<file path="config.mk">
export PLATFORM = sky130hd
export DESIGN_NAME = magphase_to_complex
export DESIGN_NICKNAME = d
export VERILOG_FILES = /design/src/rtl/magphase_to_complex.sv
export SDC_FILE = /design/constraint.sdc
export NUM_CORES = 2
export LEC_CHECK = 0
export CORE_UTILIZATION = 45
export CTS_CLUSTER_DIAMETER = 200
export CTS_CLUSTER_SIZE = 40
export DETAILED_ROUTE_END_ITERATION = 7
export PLACE_DENSITY_LB_ADDON = 0.12
export RECOVER_POWER = 50
export SLEW_MARGIN = 0
export SYNTH_ARGS = -nofsm -noshare
export SYNTH_HDL_FRONTEND = slang
export SYNTH_SLANG_ARGS = --single-unit
export TNS_END_PERCENT = 50
</file>
<file path="constraint.sdc">
create_clock -name clk -period 90 [get_ports clk]
set_clock_uncertainty 0.15 [all_clocks]
set_input_delay 18 -clock clk [delete_from_list [all_inputs] [get_ports clk]]
set_output_delay 18 -clock clk [all_outputs]
set_load 0.005 [all_outputs]
</file>
<file path="src/rtl/magphase_to_complex.sv">
// Joins magnitude/phase AXI streams and rotates each magnitude by its phase with a pipelined CORDIC.
// Latency ITERATIONS+2 edges incl. the accepting edge; the whole pipe stalls only while o_tvalid && !o_tready.
module magphase_to_complex #(
  parameter int ITERATIONS = 14
) (
  input  logic        clk,
  input  logic        reset,
  input  logic        clear,
  input  logic [31:0] mag_tdata,
  input  logic        mag_tlast,
  input  logic        mag_tvalid,
  output logic        mag_tready,
  input  logic [31:0] phase_tdata,
  input  logic        phase_tlast,
  input  logic        phase_tvalid,
  output logic        phase_tready,
  output logic [31:0] o_tdata,
  output logic        o_tlast,
  output logic        o_tvalid,
  input  logic        o_tready,
  output logic [15:0] tlast_err_cnt
);

  localparam int N = ITERATIONS;
  localparam logic signed [15:0] PH_MAX  = 16'sd25736;
  localparam logic signed [19:0] HALF_PI = 20'sd102944;
  localparam logic [29:0]        K_INV   = 30'd19899;

  function automatic logic signed [19:0] atan_lut(input int i);
    case (i)
      0:       atan_lut = 20'sd51472;
      1:       atan_lut = 20'sd30385;
      2:       atan_lut = 20'sd16055;
      3:       atan_lut = 20'sd8150;
      4:       atan_lut = 20'sd4091;
      5:       atan_lut = 20'sd2047;
      6:       atan_lut = 20'sd1024;
      7:       atan_lut = 20'sd512;
      8:       atan_lut = 20'sd256;
      9:       atan_lut = 20'sd128;
      10:      atan_lut = 20'sd64;
      11:      atan_lut = 20'sd32;
      12:      atan_lut = 20'sd16;
      13:      atan_lut = 20'sd8;
      14:      atan_lut = 20'sd4;
      15:      atan_lut = 20'sd2;
      default: atan_lut = 20'sd0;
    endcase
  endfunction

  // Q2.17 -> Q1.15 with round half-up and saturation.
  function automatic logic [15:0] sat16(input logic signed [19:0] v);
    logic signed [20:0] s;
    s = ($signed({v[19], v}) + 21'sd2) >>> 2;
    if (s > 21'sd32767)       sat16 = 16'h7FFF;
    else if (s < -21'sd32768) sat16 = 16'h8000;
    else                      sat16 = s[15:0];
  endfunction

  logic               rst;
  logic               en;
  logic               accept;
  logic signed [15:0] ph_s;
  logic signed [15:0] ph_c;
  logic [29:0]        prod;
  logic signed [19:0] x_pre;
  logic signed [19:0] z_pre;
  logic unused_ok;

  logic signed [19:0] x_d [0:N];
  logic signed [19:0] y_d [0:N];
  logic signed [19:0] z_d [0:N-1];
  logic               vld_d [0:N];
  logic               last_d [0:N];
  logic signed [19:0] x_q [0:N];
  logic signed [19:0] y_q [0:N];
  logic signed [19:0] z_q [0:N-1];
  logic               vld_q [0:N];
  logic               last_q [0:N];

  logic [31:0] out_dat_q;
  logic        out_vld_q;
  logic        out_last_q;
  logic [15:0] cnt_q, cnt_d;

  assign rst          = reset | clear;
  assign en           = o_tready | ~out_vld_q;
  assign mag_tready   = en & phase_tvalid;
  assign phase_tready = en & mag_tvalid;
  assign accept       = en & mag_tvalid & phase_tvalid;
  assign unused_ok    = ^{mag_tdata[15:0], phase_tdata[15:0]};

  always_comb begin
    ph_s = $signed(phase_tdata[31:16]);
    ph_c = ph_s;
    if (ph_s > PH_MAX)       ph_c = PH_MAX;
    else if (ph_s < -PH_MAX) ph_c = -PH_MAX;
    prod  = mag_tdata[31] ? 30'd0 : {15'd0, mag_tdata[30:16]} * K_INV;
    x_pre = 20'((31'(prod) + 31'd4096) >> 13);
    z_pre = $signed({ph_c[15], ph_c, 3'b000});

    // Pre-rotate by +/-pi/2 so the remaining angle is inside CORDIC convergence range.
    x_d[0]    = x_pre;
    y_d[0]    = '0;
    z_d[0]    = z_pre;
    vld_d[0]  = accept;
    last_d[0] = mag_tlast;
    if (z_pre > HALF_PI) begin
      x_d[0] = '0;
      y_d[0] = x_pre;
      z_d[0] = z_pre - HALF_PI;
    end else if (z_pre < -HALF_PI) begin
      x_d[0] = '0;
      y_d[0] = -x_pre;
      z_d[0] = z_pre + HALF_PI;
    end

    for (int k = 0; k < N; k++) begin
      vld_d[k+1]  = vld_q[k];
      last_d[k+1] = last_q[k];
      if (!z_q[k][19]) begin
        x_d[k+1] = x_q[k] - (y_q[k] >>> k);
        y_d[k+1] = y_q[k] + (x_q[k] >>> k);
        if (k < N - 1) z_d[k+1] = z_q[k] - atan_lut(k);
      end else begin
        x_d[k+1] = x_q[k] + (y_q[k] >>> k);
        y_d[k+1] = y_q[k] - (x_q[k] >>> k);
        if (k < N - 1) z_d[k+1] = z_q[k] + atan_lut(k);
      end
    end
  end

  always_ff @(posedge clk) begin
    if (en) begin
      for (int k = 0; k <= N; k++) begin
        x_q[k] <= x_d[k];
        y_q[k] <= y_d[k];
      end
      for (int k = 0; k < N; k++) z_q[k] <= z_d[k];
    end
  end

  always_ff @(posedge clk) begin
    if (rst) begin
      for (int k = 0; k <= N; k++) begin
        vld_q[k]  <= 1'b0;
        last_q[k] <= 1'b0;
      end
      out_vld_q  <= 1'b0;
      out_last_q <= 1'b0;
      out_dat_q  <= '0;
    end else if (en) begin
      for (int k = 0; k <= N; k++) begin
        vld_q[k]  <= vld_d[k];
        last_q[k] <= last_d[k];
      end
      out_vld_q  <= vld_q[N];
      out_last_q <= vld_q[N] & last_q[N];
      if (vld_q[N]) out_dat_q <= {sat16(x_q[N]), sat16(y_q[N])};
    end
  end

  always_comb begin
    cnt_d = cnt_q;
    if (accept && (mag_tlast != phase_tlast) && (cnt_q != 16'hFFFF)) cnt_d = cnt_q + 16'd1;
  end

  always_ff @(posedge clk) begin
    if (rst) cnt_q <= '0;
    else     cnt_q <= cnt_d;
  end

  assign o_tdata       = out_dat_q;
  assign o_tlast       = out_last_q;
  assign o_tvalid      = out_vld_q;
  assign tlast_err_cnt = cnt_q;

endmodule

</file>
==> qor.csv <==
stage,metric,value,unit
synthesis,yosys_most_used_dff,edfxtp_1,
timing,period_minus_slack,40920,ps
placement,routabilityCongestion,0.906,
clock_tree,post_cts.resized_instances,0,
synthesis,synth_sequential_area_ratio,0.359,
clock_tree,tritoncts_clock_tree,built,
critical_path,timing.critical_path.slowest_cell_delay,2360,ps
synthesis,post_synth_inst_count,7608,
synthesis,synthDistinctLibCells,94,
routing,drc_violations_left,0,
floorplanning,die_area,165000,um2
timing,timing.final.max_slew_violations,710,
timing,hold_viol_final,0,
clock_tree,cts.reportedPaths.clkPinSlew,140,ps
routing,firstDrtPassIters,5,
timing,timing.max_slew.rel_slack,-1.06,
clock_tree,clk_root_buffer_cell,clkbuf_16,
synthesis,synth.cell_area,73600,um2
global_routing,grt_pass1_wl,267,mm
synthesis,warning_count_from_the_yosys_run,0,
placement,place.port_buffers,91,
finish,most_frequent_cells_in_the_layout,"ha_1, edfxtp_1, nor2_1",
routing,route.detailed.vias_per_inst,5.46,
global_routing,vias_in_the_first_global_route,51700,
clock_tree,holdBufCountCts,0,
timing,worst_margin_pin_slew,3080,ps
critical_path,critical_path.endpoint_type,output pin,
routing,wirelength,166,mm
finish,num-nets-final,8715,
global_routing,grt_antenna_before_repair,0,
critical_path,critPathTopFamily,buffers and inverters,
run,maxCapViolations,16,
clock_tree,h-tree-depth,1,
floorplanning,chipHeight,406,um
finish,area_growth_syn_to_layout,5.54,%
clock_tree,cts_buffer_depth,3,
hold_path,hp-class,reg -> reg,
synthesis,ys_ff_latch,897,
synthesis,post_synth_edffs,847,
global_routing,grt_overflow_total,0,
synthesis,mappedNetlistNets,8692,
floorplanning,placeableCoreArea,163000,um2
placement,dp.final_hpwl,132,mm
routing,routed-via-count,53600,
timing,grt_setup_unrepaired,no,
clock_tree,postCtsSetupRepairBufs,0,
floorplanning,start_util,0.453,
critical_path,critical_path_fanouts_max,77,
critical_path,worst-endpoint-arrival,22770,ps
synthesis,post_synth.cell_area_avg,9.67,um2
global_routing,grt_max_degree,85,
global_routing,groute.usage.overall,0.197,
clock_tree,skew_pair_late_insertion_delay,680,ps
critical_path,worst_path_max_delay_cell,clkinvlp_2,
timing,fin_tns_setup,0,ps
critical_path,critPathKind,in -> out,
routing,wire_per_inst,16.9,um
timing,fmax,0.0244,GHz
clock_tree,cts_num_sinks,897,
outcome,failed_checks,"capacitance limit, slew limit",
floorplanning,rows,148,
timing,final_setup_vio_count,0,
timing,fin_crit_sh,0.455,
finish,layout-drive-gt1-share,0.0157,
floorplanning,die_w,406,um
finish,post_route_utilization,0.478,
synthesis,ys_async_sr_fraction,0,
routing,final_antenna_net_count,0,
floorplanning,io_pins,124,
outcome,run_status,"complete, but fails checks",
critical_path,timing.critical_path.buf_inv,3,
finish,final_common_cell,ha_1,
critical_path,start_kind,primary input,
clock_tree,tritoncts.num_buffers,26,
critical_path,timing.critical_path.cells,"dlygate4sd3_1, nor2b_1, clkinvlp_2, and2_0, clkdlybuf4s50_1",
routing,dr.first_iter.drc_count,2952,
finish,insertedDiodeCount,0,
critical_path,critPathRequiredTime,71850,ps
==> cell families after synthesis <==
group                    after synthesis  synth area share
XOR/XNOR                             925             0.110
AO/OA/AOI/OAI                       1862             0.159
multiplexers                          87            0.0126
flip-flops                           897             0.359
adder cells (fa/ha/maj)             1012             0.185
AND/OR/NAND/NOR                     2067             0.135
buffers and inverters                758            0.0388
==> path summary, 6_finish.rpt <==
path,from,endpoint,slack [ps],depth (start not counted)
min,z_q[0][126]$_DFFE_PN_,z_q[0][146]$_DFFE_PN_,290,0
max,o_tready,mag_tready,49080,5
max reg2reg,o_tvalid$_SDFFE_PP0N_,z_q[0][13]$_DFFE_PN_,82830,6
min reg2reg,z_q[0][126]$_DFFE_PN_,z_q[0][146]$_DFFE_PN_,290,0
==> synthesized netlist by cell type, drive strengths merged, types with 38 or more instances <==
cell type / count / area, um2
a21oi: 670 / 3360
and2: 43 / 269
inv: 622 / 2330
xnor2: 664 / 5820
a21boi: 80 / 601
o21a: 77 / 578
nor3: 298 / 1500
xor2: 261 / 2290
a21o: 132 / 991
clkbuf: 110 / 413
nand2b: 65 / 407
dfxtp: 50 / 1000
o211ai: 42 / 315
edfxtp: 847 / 25400
nand2: 357 / 1340
o21ai: 338 / 1700
and3: 106 / 663
ha: 883 / 11000
nor2b: 92 / 576
nor2: 702 / 2640
nor4: 43 / 305
mux2i: 51 / 523
nand3: 166 / 831
a211oi: 71 / 533
or3: 76 / 480
o41ai: 38 / 352
fa: 129 / 2580
o21bai: 116 / 871
a31oi: 58 / 363
==> registers in the layout, summed over array words and instances, names as in the netlist <==
register and cells:
last_q 15, o_tdata 32, o_tlast 1, o_tvalid 1
tlast_err_cnt 16, vld_q 15, x_q 296, y_q 299
z_q 222
==> layer usage <==
layer,global-route usage,routed length [um],share of wire,up-vias
met4,0.0345,2730,0.016,0
li1,-,-,-,27500
met3,0.0109,3640,0.022,132
met1,0.268,79600,0.48,25300
met2,0.349,79600,0.48,582
met5,0,0,0,-
==> per-stage QoR <==
stage / area, um2 / instances / hold WS (ps) / setup WS (ps)
after detailed placement: 77000 / 9777 / 255 / 51910
after floorplan: 73600 / 7608 / 250 / 29930
after CTS: 77700 / 9817 / 288 / 51900
after global routing: 77700 / 9818 / 293 / 48510
final: 77700 / 9818 / 287 / 49080
after global placement: 77000 / 9777 / 252 / 51930
==> final cells by class <==
cell class	instances	area, um2
multi-input combinational	5953	44300
inverter	626	2350
clock inverter	1	30.0
tap	2175	2720
sequential	897	26400
fill	15400	84900
timing repair buffer	127	1110
clock buffer	39	721
Power is not shown: default switching activity piles up to over one toggle a cycle in this logic, so the estimate is an artifact.
